[config.mk]
export PLATFORM = sky130hd
export DESIGN_NAME = uart_rx_ctrl_flat
export DESIGN_NICKNAME = d
export VERILOG_FILES = /design/src/rtl/uart_rx_pkg.sv /design/src/rtl/uart_rx_ctrl_if.sv /design/src/rtl/uart_rx_sampler.sv /design/src/rtl/uart_rx_ctrl.sv /design/src/flat_wrapper.sv
export SDC_FILE = /design/constraint.sdc
export NUM_CORES = 1
export LEC_CHECK = 0
export CAP_MARGIN = 15
export CORE_AREA = 2 2 59 61
export CTS_CLUSTER_DIAMETER = 150
export DETAILED_ROUTE_END_ITERATION = 10
export DIE_AREA = 0 0 61 63
export PLACE_DENSITY = 0.83
export SLEW_MARGIN = 0
export SYNTH_ARGS = -nofsm -noshare
export SYNTH_HDL_FRONTEND = slang
export SYNTH_SLANG_ARGS = --single-unit
[constraint.sdc]
create_clock -name CLK -period 4.63 [get_ports CLK]
set_input_delay 0.6945 -clock CLK [delete_from_list [all_inputs] [get_ports CLK]]
set_output_delay 0.6945 -clock CLK [all_outputs]
set_load 0.01 [all_outputs]
[src/rtl/uart_rx_pkg.sv]
// rtl/uart_rx_pkg.sv - shared types and constants for the UART receive frame controller
package uart_rx_pkg;

    localparam int UART_RX_DATA_WIDTH = 8;

    localparam logic PAR_EVEN = 1'b0;
    localparam logic PAR_ODD  = 1'b1;

    typedef enum logic [2:0] {
        IDLE,
        START,
        DATA,
        PARITY,
        STOP
    } uart_rx_state_t;

    function automatic logic maj3(input logic a, input logic b, input logic c);
        return (a & b) | (a & c) | (b & c);
    endfunction

endpackage

[src/rtl/uart_rx_ctrl_if.sv]
// rtl/uart_rx_ctrl_if.sv - serial line, counter-stage and register-side signals of the Rx controller
interface uart_rx_ctrl_if #(
    parameter int DATA_WIDTH = uart_rx_pkg::UART_RX_DATA_WIDTH
);
    logic                  RX_IN;
    logic [7:0]            Prescale;
    logic                  PAR_EN;
    logic                  PAR_TYP;
    logic [7:0]            Edge_Cnt;
    logic [3:0]            Bit_Cnt;
    logic                  Count_En;
    logic [DATA_WIDTH-1:0] P_DATA;
    logic                  Data_Valid;
    logic                  Par_Err;
    logic                  Stp_Err;

    modport master (
        input  RX_IN, Prescale, PAR_EN, PAR_TYP, Edge_Cnt, Bit_Cnt,
        output Count_En, P_DATA, Data_Valid, Par_Err, Stp_Err
    );

    modport slave (
        output RX_IN, Prescale, PAR_EN, PAR_TYP, Edge_Cnt, Bit_Cnt,
        input  Count_En, P_DATA, Data_Valid, Par_Err, Stp_Err
    );
endinterface

[src/rtl/uart_rx_sampler.sv]
// rtl/uart_rx_sampler.sv - three-point mid-bit capture of RX_IN with registered 2-of-3 majority
module uart_rx_sampler
    import uart_rx_pkg::*;
(
    input  logic       CLK,
    input  logic       RST,
    input  logic       RX_IN,
    input  logic [7:0] Prescale,
    input  logic [7:0] Edge_Cnt,
    output logic       o_sampled_bit
);

    logic [7:0] w_mid;
    logic       r_s0;
    logic       r_s1;
    logic       r_bit;

    assign w_mid = {1'b0, Prescale[7:1]};

    // The third sample is voted directly so the bit is ready the cycle after mid+1.
    always_ff @(posedge CLK or negedge RST) begin
        if (!RST) begin
            r_s0  <= 1'b0;
            r_s1  <= 1'b0;
            r_bit <= 1'b0;
        end else begin
            if (Edge_Cnt == w_mid - 8'd1) r_s0 <= RX_IN;
            if (Edge_Cnt == w_mid)        r_s1 <= RX_IN;
            if (Edge_Cnt == w_mid + 8'd1) r_bit <= maj3(r_s0, r_s1, RX_IN);
        end
    end

    assign o_sampled_bit = r_bit;

endmodule

[src/rtl/uart_rx_ctrl.sv]
// rtl/uart_rx_ctrl.sv - UART Rx frame FSM; parity support built only with UART_RX_PARITY_EN defined
module uart_rx_ctrl
    import uart_rx_pkg::*;
#(
    parameter int DATA_WIDTH = UART_RX_DATA_WIDTH
) (
    input  logic          CLK,
    input  logic          RST,
    uart_rx_ctrl_if.master bus
);

    uart_rx_state_t        r_state;
    uart_rx_state_t        w_state_nxt;
    logic [DATA_WIDTH-1:0] r_shift;
    logic [DATA_WIDTH-1:0] r_pdata;
    logic                  r_dv;
    logic                  r_pe;
    logic                  r_se;
    logic                  w_dv_nxt;
    logic                  w_pe_nxt;
    logic                  w_se_nxt;
    logic                  w_bit;
    logic                  w_eob;
    logic                  r_par_flag;

    uart_rx_sampler u_sampler (
        .CLK           (CLK),
        .RST           (RST),
        .RX_IN         (bus.RX_IN),
        .Prescale      (bus.Prescale),
        .Edge_Cnt      (bus.Edge_Cnt),
        .o_sampled_bit (w_bit)
    );

    assign w_eob = (r_state != IDLE) && (bus.Edge_Cnt == bus.Prescale);

`ifdef UART_RX_PARITY_EN
    logic r_par_en;
    logic r_par_typ;

    // Parity options are frozen for the whole frame; the flag is cleared each time we idle.
    always_ff @(posedge CLK or negedge RST) begin
        if (!RST) begin
            r_par_en   <= 1'b0;
            r_par_typ  <= PAR_EVEN;
            r_par_flag <= 1'b0;
        end else if (r_state == IDLE) begin
            r_par_en   <= bus.PAR_EN;
            r_par_typ  <= bus.PAR_TYP;
            r_par_flag <= 1'b0;
        end else if ((r_state == PARITY) && w_eob) begin
            r_par_flag <= w_bit ^ (^r_shift) ^ (r_par_typ == PAR_ODD);
        end
    end
`else
    logic w_unused_par;
    assign w_unused_par = ^{bus.PAR_EN, bus.PAR_TYP};
    assign r_par_flag   = 1'b0;
`endif

    always_ff @(posedge CLK or negedge RST) begin
        if (!RST) r_state <= IDLE;
        else      r_state <= w_state_nxt;
    end

    always_comb begin
        w_state_nxt = r_state;
        w_dv_nxt    = 1'b0;
        w_pe_nxt    = 1'b0;
        w_se_nxt    = 1'b0;
        case (r_state)
            IDLE: begin
                if (!bus.RX_IN) w_state_nxt = START;
            end
            START: begin
                if (w_eob && (bus.Bit_Cnt == 4'd0)) w_state_nxt = w_bit ? IDLE : DATA;
            end
            DATA: begin
                if (w_eob && (bus.Bit_Cnt == 4'(DATA_WIDTH))) begin
`ifdef UART_RX_PARITY_EN
                    w_state_nxt = r_par_en ? PARITY : STOP;
`else
                    w_state_nxt = STOP;
`endif
                end
            end
`ifdef UART_RX_PARITY_EN
            PARITY: begin
                if (w_eob) w_state_nxt = STOP;
            end
`endif
            STOP: begin
                if (w_eob) begin
                    w_state_nxt = IDLE;
                    if (!w_bit)          w_se_nxt = 1'b1;
                    else if (r_par_flag) w_pe_nxt = 1'b1;
                    else                 w_dv_nxt = 1'b1;
                end
            end
            default: w_state_nxt = IDLE;
        endcase
    end

    always_ff @(posedge CLK or negedge RST) begin
        if (!RST) begin
            r_shift <= '0;
            r_pdata <= '0;
            r_dv    <= 1'b0;
            r_pe    <= 1'b0;
            r_se    <= 1'b0;
        end else begin
            r_dv <= w_dv_nxt;
            r_pe <= w_pe_nxt;
            r_se <= w_se_nxt;
            if ((r_state == DATA) && w_eob) begin
                for (int i = 0; i < DATA_WIDTH; i++) begin
                    if (bus.Bit_Cnt == 4'(i + 1)) r_shift[i] <= w_bit;
                end
            end
            if (w_dv_nxt) r_pdata <= r_shift;
        end
    end

    assign bus.Count_En   = (r_state != IDLE);
    assign bus.P_DATA     = r_pdata;
    assign bus.Data_Valid = r_dv;
    assign bus.Par_Err    = r_pe;
    assign bus.Stp_Err    = r_se;

endmodule

[src/flat_wrapper.sv]
// flat-port wrapper written by rule: the top's interface ports become plain ports
module uart_rx_ctrl_flat import uart_rx_pkg::*;
#(
    parameter int DATA_WIDTH = UART_RX_DATA_WIDTH
)
  (CLK, RST, bus_RX_IN, bus_Prescale, bus_PAR_EN, bus_PAR_TYP, bus_Edge_Cnt, bus_Bit_Cnt, bus_Count_En, bus_P_DATA, bus_Data_Valid, bus_Par_Err, bus_Stp_Err);
  uart_rx_ctrl_if #(.DATA_WIDTH(DATA_WIDTH)) bus_i ();
  input  logic CLK;
  input  logic RST;
  input wire logic [$bits(bus_i.RX_IN)-1:0] bus_RX_IN;
  input wire logic [$bits(bus_i.Prescale)-1:0] bus_Prescale;
  input wire logic [$bits(bus_i.PAR_EN)-1:0] bus_PAR_EN;
  input wire logic [$bits(bus_i.PAR_TYP)-1:0] bus_PAR_TYP;
  input wire logic [$bits(bus_i.Edge_Cnt)-1:0] bus_Edge_Cnt;
  input wire logic [$bits(bus_i.Bit_Cnt)-1:0] bus_Bit_Cnt;
  output wire logic [$bits(bus_i.Count_En)-1:0] bus_Count_En;
  output wire logic [$bits(bus_i.P_DATA)-1:0] bus_P_DATA;
  output wire logic [$bits(bus_i.Data_Valid)-1:0] bus_Data_Valid;
  output wire logic [$bits(bus_i.Par_Err)-1:0] bus_Par_Err;
  output wire logic [$bits(bus_i.Stp_Err)-1:0] bus_Stp_Err;
  assign bus_i.RX_IN = bus_RX_IN;
  assign bus_i.Prescale = bus_Prescale;
  assign bus_i.PAR_EN = bus_PAR_EN;
  assign bus_i.PAR_TYP = bus_PAR_TYP;
  assign bus_i.Edge_Cnt = bus_Edge_Cnt;
  assign bus_i.Bit_Cnt = bus_Bit_Cnt;
  assign bus_Count_En = bus_i.Count_En;
  assign bus_P_DATA = bus_i.P_DATA;
  assign bus_Data_Valid = bus_i.Data_Valid;
  assign bus_Par_Err = bus_i.Par_Err;
  assign bus_Stp_Err = bus_i.Stp_Err;
  uart_rx_ctrl #(.DATA_WIDTH(DATA_WIDTH)) u_core (.CLK(CLK), .RST(RST), .bus(bus_i));
endmodule
# Yosys cells after proc, flatten, opt, wreduce, memory -nomap -nowiden
# Cells that the tools add are included.
word_totals:
  register_bits: 24
  input_bits: 25
  output_inout_bits: 12
  wordCells: 69
op_classes:
  n_addsub: 2
  eq_ne: 19
  muxes: 12
  bitwise_logic: 5
  reduce_logical: 16
op_table:
  columns: ["operator", "n"]
  rows:
  - ["equality test 8 bit", 3]
  - ["equality test 4 x 3 -> 1 bit, second input constant", 4]
  - ["AND reduction 2 bit", 8]
  - ["two-way mux 3 bit", 4]
  - ["one-hot mux 3 bit (4 select lines)", 1]
  - ["adder 7 x 1 -> 8 bit, second input constant", 1]
  - ["equality test 4 x 2 -> 1 bit, second input constant", 2]
  - ["equality test 8 x 7 -> 1 bit", 1]
  - ["subtractor 7 x 1 -> 8 bit, second input constant", 1]
  - ["two-way mux 1 bit", 6]
  - ["!= test 2 x 1 -> 1 bit, second input constant", 3]
  - ["equality test 4 x 1 -> 1 bit, second input constant", 1]
  - ["equality test 4 bit, second input constant", 1]
  - ["logical AND 1 bit", 4]
  - ["zero test 4 bit", 1]
  - ["AND reduction 4 bit", 1]
  - ["AND 1 bit", 3]
  - ["equality test 3 x 1 -> 1 bit, second input constant", 1]
  - ["equality test 3 x 2 -> 1 bit, second input constant", 1]
  - ["equality test 3 bit, second input constant", 1]
  - ["zero test 3 bit", 1]
  - ["nonzero test 3 bit", 1]
  - ["two-way mux 2 bit", 1]
  - ["!= test 2 bit, second input constant", 1]
  - ["bitwise OR 1 bit", 2]

# Longest topological paths before layout
logic_depth:
  ltp_word: 5
  mapped_depth: 8
  mapped_depth_nobuf: 7

# Modules after synthesis
# A second synthesis with hierarchy kept.
hier_totals:
  cells_unflattened: 166
  hier_area_um2: 1684.1
modules_own_cells:
  columns: ["module", "n_inst", "cells_each", "area_per_inst_um2", "seq_area_each_um2"]
  rows:
  - ["uart_rx_ctrl", 1, 99, 1108.6, 525.5]
  - ["uart_rx_sampler", 1, 67, 575.6, 75.1]

# Worst setup path before layout
# No wires, ideal clock.
synth_timing:
  path_type: "input port to flip-flop"
  start: "input bus_Prescale[5]"
  end: "register u_core.u_sampler.r_bit (netlist: u_core.u_sampler.o_sampled_bit)"
  setup_ps: 128
  arrival_ps: 2298
  required_ps: 4502
  setup_slack_ps: 2205
  cell_stages: 6
  path_buffers: 1
  path_cell_list: "buf_2 > nand3_2 > o21a_1 > or4_4 > a2111oi_4 > mux2_1"
synth_between:
  elab_chain_len: 2
synth_rtl:
  columns: ["element", "line_no", "rtl"]
  rows:
  - ["from (decl)", "flat_wrapper.sv:11", "input wire logic [$bits(bus_i.Prescale)-1:0] bus_Prescale;"]
  - ["adder 7 x 1 -> 8 bit", "uart_rx_sampler.sv:29", "if (Edge_Cnt == w_mid + 8'd1) r_bit <= maj3(r_s0, r_s1, RX_IN);"]
  - ["equality test 8 bit", "uart_rx_sampler.sv:29", null]
  - ["to (signal assigned)", "uart_rx_sampler.sv:29", null]
  - ["to (decl)", "uart_rx_sampler.sv:16", "logic r_bit;"]
# No other way between the ends.
# A chain may end at the register's enable or synchronous reset.

# Worst setup path after layout
layout_timing:
  start: "input bus_Prescale[3]"
  end: "register u_core.u_sampler.r_bit (netlist: u_core.u_sampler.o_sampled_bit)"
# The elaborated chain is that of the path after synthesis.

==> impl_metrics.py <==
metrics = {
    "detailed_routing": {
        "via_per_inst": 5.80,
        "detail-route-antenna-nets": 0,
        "first_pass_iters": 4,
        "remaining_drc_errors": 0,
        "drt_iter0_markers": 97,
        "routedWlPerCell_um": 15.3,
        "dr_total_vias": 1422,
        "totalWireLength_um": 3740,
    },
    "synth": {
        "synth_nets": 199,
        "synth.area.top_cells": "dfrtp_1 36%, mux2_2 10%, xor2_1 6.7%, mux2_1 3.3%, xnor2_1 3.1%",
        "ys_warn_count": 0,
        "yosysMostFrequentCell": "dfrtp_1",
        "async_flop_share_pct": 100,
        "synth_edf_count": 0,
        "yosysSeqAreaShare_pct": 35.5,
        "avgSynthCellArea_um2": 9.84,
        "netlist_area_mm2": 0.00169,
        "syn_inst": 172,
        "synth_ff_type": "dfrtp_1",
        "yosysUniqueCellTypes": 47,
        "synthTopCellsByCount": "24 x dfrtp_1, 15 x mux2_2, 13 x xor2_1, 10 x nand2_1, 9 x nor2_1",
        "netlist.top_cell.by_area": "dfrtp_1",
        "synth.top_cell.area_share_pct": 35.5,
        "yosys_register_bits": 24,
    },
    "floorplan": {
        "die_w_um": 61,
        "dieArea_mm2": 0.00384,
        "start_util_pct": 52.3,
        "io_pins": 37,
        "core_area_mm2": 0.00323,
        "die_h_um": 63,
        "rows": 21,
    },
    "cells_and_area": {
        "drive_gt1_share_pct": 12.6,
        "stdcell_count": 245,
        "antennaDiodeCount": 0,
        "syn2layout_area_growth_pct": 22.9,
        "fillers": 282,
        "nNetsFinal": 228,
    },
    "place": {
        "post-place-ws_ns": 1.34,
        "gp_congestion": 0.849,
        "dp.cells": 241,
        "dp_hpwl_um": 2850,
        "numPortBuffers": 33,
    },
    "cts": {
        "clock_latency_ns": 0.30,
        "clk_pin_slew_ns": 0.11,
        "cts_sinks": 24,
        "postCtsSetupRepairBufs": 0,
        "htree_levels": 1,
        "cts_resized": 0,
        "holdBufCountCts": 0,
        "cts_buffer_depth": 2,
        "cts_root_buf": "clkbuf_4",
        "tritoncts": "built",
        "numCtsBuffers": 3,
    },
    "timing": {
        "finClkSkew_ns": 0.00827,
        "slew_violations": 0,
        "hold_violations": 0,
        "max_freq_mhz": 335,
        "setup_ws_ns": 1.65,
        "setup_tns_ns": 0,
        "finalCriticalPeriod_ns": 2.98,
        "tightestPinTransition_ns": 0.580,
        "setup_viol": 0,
        "rsz0062_at_grt": "no",
        "whs_ns": 0.507,
        "finalCritPeriodShare_pct": 64.5,
        "relSlewSlack_pct": 61.2,
    },
    "global_route": {
        "met3_usage_pct": 2.28,
        "grt_antenna_before_repair": 0,
        "use_met1_pct": 27.7,
        "grt_overflow": 0,
        "grt_pass1_wl_um": 6280,
        "top_usage_layer": "met2",
        "grt_max_degree": 25,
        "grt_usage_pct": 20.8,
        "grt_pass1_vias": 1419,
        "gr-usage-met2_pct": 35.2,
    },
    "critical_path": {
        "path_class": "in -> reg",
        "reg2reg_from": "u_core.r_state[2]$_DFFE_PN0P_",
        "cp-end-kind": "flop",
        "r2r_slack_ns": 2.56,
        "r2r-end": "u_core.bus.P_DATA[6]$_DFFE_PN0P_",
        "crit_path_start_kind": "primary input",
        "crit_path_max_fanout": 15,
        "worstPathRequired_ns": 4.82,
        "cp.arrival_ns": 3.17,
        "timing.critical_path.to": "u_core.u_sampler.o_sampled_bit$_DFFE_PN0N_",
        "rr_worst_depth": 5,
        "cp-startpoint": "bus_Prescale[3]",
    },
    "job": {
        "cap_violations": 0,
    },
    "power_and_ir_drop": {
        "leakage_uw": 0.000883,
        "peakVddDrop_v": 0.000192,
        "p_per_area_mw_per_mm2": 189,
    },
    "run_status": {
        "outcome": "complete, no violations",
    },
    "hold_path": {
        "hold_class": "reg -> reg",
    },
}
-- per-layer routing --
layer,share of wire [%],vias to the layer above
li1,-,682
met1,45,703
met2,51,35
met3,3.6,2
met4,0.43,0
met5,0,-
-- power breakdown --
part	leakage [µW]	internal, µW	switching, µW	total, µW
combinational	0.000540	43.3	49.6	92.9
sequential	0.000330	212	2.12	214
clock	0.0000138	30.3	55.4	85.7
total	0.000883	286	107	393
-- worst max-delay path, cell delays in order --
cell             delay (ns)
clkdlybuf4s50_1        0.84
nand3_2                0.18
o21a_1                 0.24
or4_4                  0.53
a2111oi_4              0.33
mux2_1                 0.35
-- registers in the layout, summed over array words and instances, names as in the netlist --
register                        cells
u_core.bus.Data_Valid               1
u_core.u_sampler.r_s1               1
u_core.r_state                      3
u_core.u_sampler.r_s0               1
u_core.r_shift                      8
u_core.bus.Stp_Err                  1
u_core.bus.P_DATA                   8
u_core.u_sampler.o_sampled_bit      1
-- final cells by class --
cell class,count,area (µm²),share of cell area (%)
flip-flops and latches,24,601,28.9
clock buffers,3,22.5,1.08
inverters,4,15.0,0.722
repair buffers,34,358,17.2
well taps,46,57.6,2.77
multi-input cells,134,1030,49.3
-- worst min-delay path by stage --
stage	startpoint	endpoint	depth (start not counted)
after global routing	u_core.r_shift[3]$_DFFE_PN0P_	u_core.bus.P_DATA[3]$_DFFE_PN0P_	1
after floorplan	RST	u_core.bus.Data_Valid$_DFF_PN0_	0
final	u_core.r_shift[0]$_DFFE_PN0P_	u_core.bus.P_DATA[0]$_DFFE_PN0P_	1
after global placement	u_core.r_shift[1]$_DFFE_PN0P_	u_core.bus.P_DATA[1]$_DFFE_PN0P_	1
after detailed placement	u_core.bus.P_DATA[0]$_DFFE_PN0P_	u_core.bus.P_DATA[0]$_DFFE_PN0P_	1
after CTS	u_core.r_shift[0]$_DFFE_PN0P_	u_core.bus.P_DATA[0]$_DFFE_PN0P_	1
-- stage by stage --
step / utilization [%] / cell area [µm²] / total power, µW
after CTS: 63.5 / 2050 / 394
after global placement: 62.8 / 2030 / 304
after floorplan: - / 1690 / 270
final: 64.3 / 2080 / 393
after detailed placement: 62.8 / 2030 / 308
after global routing: 64.3 / 2080 / 412
-- placed cells by master (no fill, tap or decap), types with 2 or more instances in the layout --
cell,instances
clkdlybuf4s50_1,33
dfrtp_1,24
mux2_2,15
xor2_1,13
nand2_1,10
nor2_1,9
and3_1,7
xnor2_1,6
nand4_1,6
nor2b_1,6
nor3b_1,5
nor3_1,5
mux2_1,5
inv_1,4
nor4_1,4
a21oi_1,4
nand3_1,3
clkbuf_4,3
nand3_2,2
o21a_1,2
o211ai_1,2
o21ai_0,2
nand4b_1,2
or4_1,2
nor4b_1,2
ha_1,2
-- logic make-up (layout without fill, tap and decap cells) --
group	after synthesis	in the layout	synth area share, %
AOI/OAI and AO/OA	19	19	8.95
xor gates and xnor gates	19	19	9.84
adders and majority gates	3	3	2.07
buffers and inverters	14	41	3.85
DFF	24	24	35.5
muxes	20	20	13.3
other	1	1	0.222
and+or+nand+nor	72	72	26.3
Note: power is estimated with default switching activity, not from simulation.
